<file path="config.mk">
export PLATFORM = sky130hd
export DESIGN_NAME = ex_muldiv
export DESIGN_NICKNAME = d
export VERILOG_FILES = /design/src/rtl/ex_muldiv_pkg.sv /design/src/rtl/ex_muldiv_abs16.sv /design/src/rtl/ex_muldiv.sv
export SDC_FILE = /design/constraint.sdc
export NUM_CORES = 1
export LEC_CHECK = 0
export ABC_CLOCK_PERIOD_IN_PS = 5400
export BUFFER_PORTS_ARGS = -buffer_cell sky130_fd_sc_hd__buf_2
export CAP_MARGIN = 20
export CORE_UTILIZATION = 45
export CTS_BUF_LIST = sky130_fd_sc_hd__clkbuf_4 sky130_fd_sc_hd__clkbuf_8 sky130_fd_sc_hd__clkbuf_16
export DETAILED_ROUTE_END_ITERATION = 12
export PLACE_DENSITY_LB_ADDON = 0.3
export SYNTH_ARGS = -nofsm -noshare
export SYNTH_HDL_FRONTEND = slang
export SYNTH_SLANG_ARGS = --single-unit
</file>
<file path="constraint.sdc">
create_clock -name clk_i -period 5.4 [get_ports clk_i]
set_input_delay 0 -clock clk_i [delete_from_list [all_inputs] [get_ports clk_i]]
set_output_delay 0 -clock clk_i [all_outputs]
set_load 0.005 [all_outputs]
</file>
<file path="src/rtl/ex_muldiv_pkg.sv">
// Shared definitions for the EX-stage iterative multiply/divide unit:
// operation encodings, FSM states and datapath sizing.
package ex_muldiv_pkg;

  localparam int DATA_W = 16;
  localparam int ITER   = 16;

  typedef enum logic [1:0] {
    OP_MULU = 2'b00,
    OP_MUL  = 2'b01,
    OP_DIVU = 2'b10,
    OP_DIV  = 2'b11
  } op_e;

  typedef enum logic [1:0] {
    S_IDLE = 2'b00,
    S_CALC = 2'b01,
    S_FIX  = 2'b10,
    S_DONE = 2'b11
  } state_e;

endpackage

</file>
<file path="src/rtl/ex_muldiv_abs16.sv">
// Conditional 16-bit negate: y = neg ? (~a + carry) : a. With carry=1 this is a
// plain two's-complement negate; carry lets two instances form a 32-bit negate.
module muldiv_abs16
  import ex_muldiv_pkg::*;
(
  input  logic [DATA_W-1:0] a,
  input  logic              neg,
  input  logic              carry,
  output logic [DATA_W-1:0] y
);

  assign y = neg ? (~a + DATA_W'(carry)) : a;

endmodule

</file>
<file path="src/rtl/ex_muldiv.sv">
// Iterative 16x16 multiply / 16/16 divide for the EX stage. Magnitudes are
// processed one bit per cycle and the result sign is restored in FIX.
module ex_muldiv
  import ex_muldiv_pkg::*;
(
  input  logic              clk_i,
  input  logic              rst_i,
  input  logic              start_i,
  input  logic [1:0]        op_i,
  input  logic [DATA_W-1:0] rs_i,
  input  logic [DATA_W-1:0] rt_i,
  input  logic              abort_i,
  output logic              stall_o,
  output logic              busy_o,
  output logic              done_o,
  output logic [DATA_W-1:0] hi_o,
  output logic [DATA_W-1:0] lo_o,
  output logic              divz_o
);

  state_e            state;
  logic              is_div;
  logic              sign_q;
  logic              sign_r;
  logic [4:0]        cnt;
  logic [DATA_W-1:0] a_mag;
  logic [DATA_W-1:0] b_mag;
  logic [DATA_W:0]   rem;
  logic [DATA_W-1:0] quo;

  logic [DATA_W-1:0] rs_mag, rt_mag, fix_lo, fix_hi;
  logic [DATA_W:0]   mul_sum, div_shift, div_diff;
  logic              div_ge;

  muldiv_abs16 u_abs_a (.a(rs_i), .neg(op_i[0] & rs_i[DATA_W-1]), .carry(1'b1), .y(rs_mag));
  muldiv_abs16 u_abs_b (.a(rt_i), .neg(op_i[0] & rt_i[DATA_W-1]), .carry(1'b1), .y(rt_mag));

  // Product negate borrows across the halves; quotient and remainder negate independently.
  muldiv_abs16 u_fix_lo (.a(quo), .neg(sign_q), .carry(1'b1), .y(fix_lo));
  muldiv_abs16 u_fix_hi (.a(rem[DATA_W-1:0]), .neg(is_div ? sign_r : sign_q),
                         .carry(is_div | (quo == '0)), .y(fix_hi));

  assign mul_sum   = rem + {1'b0, (quo[0] ? a_mag : '0)};
  assign div_shift = {rem[DATA_W-1:0], quo[DATA_W-1]};
  assign div_ge    = (div_shift >= {1'b0, b_mag});
  assign div_diff  = div_shift - {1'b0, b_mag};

  assign stall_o = ~rst_i & (((state == S_IDLE) & start_i) | (state == S_CALC) | (state == S_FIX));
  assign busy_o  = ~rst_i & (state != S_IDLE);
  assign done_o  = ~rst_i & (state == S_DONE);

  always_ff @(posedge clk_i) begin
    if (rst_i) begin
      state  <= S_IDLE;
      is_div <= 1'b0;
      sign_q <= 1'b0;
      sign_r <= 1'b0;
      cnt    <= '0;
      a_mag  <= '0;
      b_mag  <= '0;
      rem    <= '0;
      quo    <= '0;
      hi_o   <= '0;
      lo_o   <= '0;
      divz_o <= 1'b0;
    end else begin
      unique case (state)
        S_IDLE: begin
          if (start_i) begin
            is_div <= op_i[1];
            cnt    <= '0;
            a_mag  <= rs_mag;
            // Divide by zero preloads the fixed result and bypasses the iterations.
            if (op_i[1] && (rt_i == '0)) begin
              divz_o <= 1'b1;
              sign_q <= 1'b0;
              sign_r <= 1'b0;
              b_mag  <= '0;
              rem    <= {1'b0, rs_i};
              quo    <= '1;
              state  <= S_FIX;
            end else begin
              divz_o <= 1'b0;
              sign_q <= op_i[0] & (rs_i[DATA_W-1] ^ rt_i[DATA_W-1]);
              sign_r <= op_i[0] & rs_i[DATA_W-1];
              b_mag  <= rt_mag;
              rem    <= '0;
              quo    <= op_i[1] ? rs_mag : rt_mag;
              state  <= S_CALC;
            end
          end
        end
        S_CALC: begin
          if (abort_i) begin
            state <= S_IDLE;
          end else begin
            if (is_div) begin
              rem <= div_ge ? div_diff : div_shift;
              quo <= {quo[DATA_W-2:0], div_ge};
            end else begin
              rem <= {1'b0, mul_sum[DATA_W:1]};
              quo <= {mul_sum[0], quo[DATA_W-1:1]};
            end
            cnt <= cnt + 5'd1;
            if (cnt == 5'(ITER - 1)) state <= S_FIX;
          end
        end
        S_FIX: begin
          if (abort_i) begin
            state <= S_IDLE;
          end else begin
            hi_o  <= fix_hi;
            lo_o  <= fix_lo;
            state <= S_DONE;
          end
        end
        S_DONE: state <= S_IDLE;
        default: state <= S_IDLE;
      endcase
    end
  end

endmodule

</file>
==> metrics <==
clk buf depth=2; r2r setup slk=1.78 ns; vias per inst=5.969; WP buf/inv=0; final worst slack=1.784 ns; # H-tree levels=3; # rows=47; Levels on crit path=13; # nets final=1128; mapped cell area=0.007853 mm2; Core Area=0.01682 mm2; crit path launch=quo[6]$_SDFFE_PP0P_; clock root cell=clkbuf_16; Req. time, crit path=5.60 ns; clock share of power=28.1%; critical path class=reg -> reg; most common cell after layout, fill and taps aside=nor2_1; internal power=1.459 mW; Worst-Skew Late Latency=0.36 ns; drc violations=1; Net Switching=0.8560 mW; dpl hpwl=17930 um; Area growth syn-to-layout=10.33%; Final Setup Violations=0; Setup Fix Bufs, Post-CTS=0; fin crit share=66.97%; endpoint class of the critical path=flop; hold crit path type=in -> reg; R2R Path End=hi_o[14]$_SDFFE_PP0P_; sequential share of power=39.7%; multi-input logic area=0.005295 mm2; biggest area consumer among synthesized cells=dfxtp_1; register bit total from synthesis=108; most frequent cells in the layout=112 x nor2_1, 108 x dfxtp_1, 84 x a21oi_1; Peak supply drop=176.4 uV; Sw Ratio=36.98%; final antenna-violating net count=0; min cycle time layout=3.616 ns; worst r2r path cells=13; chip height=134.1 um; top cells by area, synth=dfxtp_1 28%, ha_1 6.2%, nor2_1 5.4%; Die X-Extent=134.1 um; total global routing overflow=0; crit path to=hi_o[14]$_SDFFE_PP0P_; drt first-iter violations=696; Fmax achieved=276.5 MHz; CTS buffer count=9; Seq/Total Area, Yosys=27.53%; placed cell areas=0.008329 mm2; worst path cell trace=or4_1 -> or2_4 -> or3_4 -> nor3_2 -> a21o_1 -> ha_1 -> ha_1 -> nand2_1 -> nor3_1 -> a41oi_1 -> or3_1 -> nand3_1 -> a21oi_1; DIE AREA=0.01798 mm2; Worst path max stage delay=0.56 ns; sequential cell area=0.002162 mm2; antenna diode count=0; Syn Inst Count=1012; total negative slack=0 ns; gp weighted congestion=0.9196; Final Cell Area=0.008663 mm2; reg-to-reg startpoint=quo[6]$_SDFFE_PP0P_; Comb pwr share=32.2%; Unique masters post-synth=73; vias in the first global route=6636; DR vias=7604; largest net degree at the start of global routing=98; Place WS=1.799 ns; FFs w/ async S/R, synth=0%; Global Route Usage Sum=26.33%; synth warn=0; number of buffers added on ports=73; crit-path max FO=8; Hold Slack=0.03322 ns; top_reg_cell synth=dfxtp_1; # IOs=74; top-area cell type share of the netlist area=27.53%; EDFF count, synth=0; CP arrival=3.82 ns; relative max-transition margin=28.34%; initial core utilization=46.69%; initial antenna violation count=1; CTS tree=built; Post-Route WL=23690 um; Final Max Slew Viols=0; final hold vios=0; cell with the most instances on the worst path=ha_1; clk slew on worst S/H paths=0.08 ns; share of cells above drive strength 1=12.14%; Worst Skew=0.007149 ns; number of fill cells=1655; DR WL/cell=18.59 um; Worst Max-Slew Pin Slew=1.075 ns; CTS sink cnt=108; delay-heaviest family, CP=simple AND/OR/NAND/NOR gates; first-pass GRT wire length=36700 um; status=finished with violations; Worst setup SP type=flop; drt pass-1 iters=9; failing checks=DRC; Critical-path top delay cell=or4_1; pwr dens=267.2 mW/mm2; max cap viols=0; syn avg cell area=7.759 um2; P_leak=3.367 nW; RSZ-0062 raised after global routing=no; syn_nets=1091
## registers in the layout (all words and copies together), names as in the netlist, 2 cells and up
name   count
rem       17
a_mag     16
hi_o      16
b_mag     16
quo       16
state      2
lo_o      16
cnt        5
## final cells by class
| class | instances | area share [%] |
|---|---|---|
| multi-input combinational | 800 | 61.12 |
| sequential | 108 | 24.96 |
| clock inverter | 6 | 0.5199 |
| timing repair buffer | 87 | 5.604 |
| clock buffer | 10 | 2.759 |
| tap | 220 | 3.177 |
| inverter | 43 | 1.863 |
## worst register-to-register path, delay by kind of cell (launching register included)
family	cells	cell delay [ns]
AOI/OAI and AO/OA	3	0.46
adders and majority gates	2	0.39
and+or+nand+nor	8	2.22
DFF	1	0.37
## synth_stat cells (all sizes together) (11+ instances only)
cell type / number
a211oi: 54
a21o: 11
a21oi: 86
a221oi: 11
a31oi: 18
and2: 20
buf: 17
clkbuf: 44
dfxtp: 108
ha: 39
inv: 43
mux2i: 27
nand2: 79
nand2b: 12
nand3: 26
nor2: 114
nor3: 30
o21ai: 56
or3: 12
xnor2: 44
xor2: 32
## per-layer routing
metal / track usage (%) / share of wire [%] / vias up
met4: 8.115 / 2.0 / 0
li1: - / - / 3760
met1: 37.51 / 47 / 3479
met5: 0 / 0 / -
met2: 38.72 / 43 / 329
met3: 6.614 / 8.8 / 36
## cells by family (layout without fill, tap and decap cells)
logic type | after synthesis | count (layout) | synth area share [%]
compound gates | 315 | 315 | 27.20
xor+xnor | 76 | 76 | 8.477
fa+ha+maj | 41 | 41 | 6.724
buf+inv | 104 | 146 | 5.210
flops | 108 | 108 | 27.53
mux | 30 | 30 | 3.872
simple gates | 338 | 338 | 20.98
## worst min path at each step
stage / to / slack, ns / depth (start not counted) / start
floorplan: a_mag[0]$_SDFFE_PP0P_ / 0.14 / 2 / rs_i[0]
global placement: a_mag[0]$_SDFFE_PP0P_ / 0.31 / 3 / rs_i[0]
detailed placement: a_mag[0]$_SDFFE_PP0P_ / 0.32 / 3 / rs_i[0]
CTS: rem[13]$_SDFFE_PP0P_ / 0.03 / 3 / rs_i[13]
global route: rem[13]$_SDFFE_PP0P_ / 0.03 / 3 / rs_i[13]
finish: rem[13]$_SDFFE_PP0P_ / 0.03 / 3 / rs_i[13]
## repair_timing
| item | 4_1_cts | 5_1_grt |
|---|---|---|
| hold endpoints to repair | 5 | 0 |
| hold buffers | 5 | 0 |
| resized for setup | 0 | 0 |
## power by group through the flow
stage | Clock [mW] | Sequential [mW] | Combinational (mW)
after CTS | 0.661 | 0.915 | 0.731
after detailed placement | 0 | 0.934 | 0.723
final | 0.650 | 0.918 | 0.746
after global placement | 0 | 0.932 | 0.721
after global routing | 0.690 | 0.925 | 0.816
after floorplan | 0 | 0.899 | 0.558
## through the flow
step	util [%]	total power, mW	cells
3_5_place_dp	49.52	1.657	1253
3_3_place_gp	49.52	1.653	1253
5_1_grt	51.51	2.431	1274
6_report	51.51	2.315	1274
4_1_cts	51.51	2.307	1274
2_1_floorplan	-	1.457	1012
No activity file was read; power rests on OpenSTA's default activity.
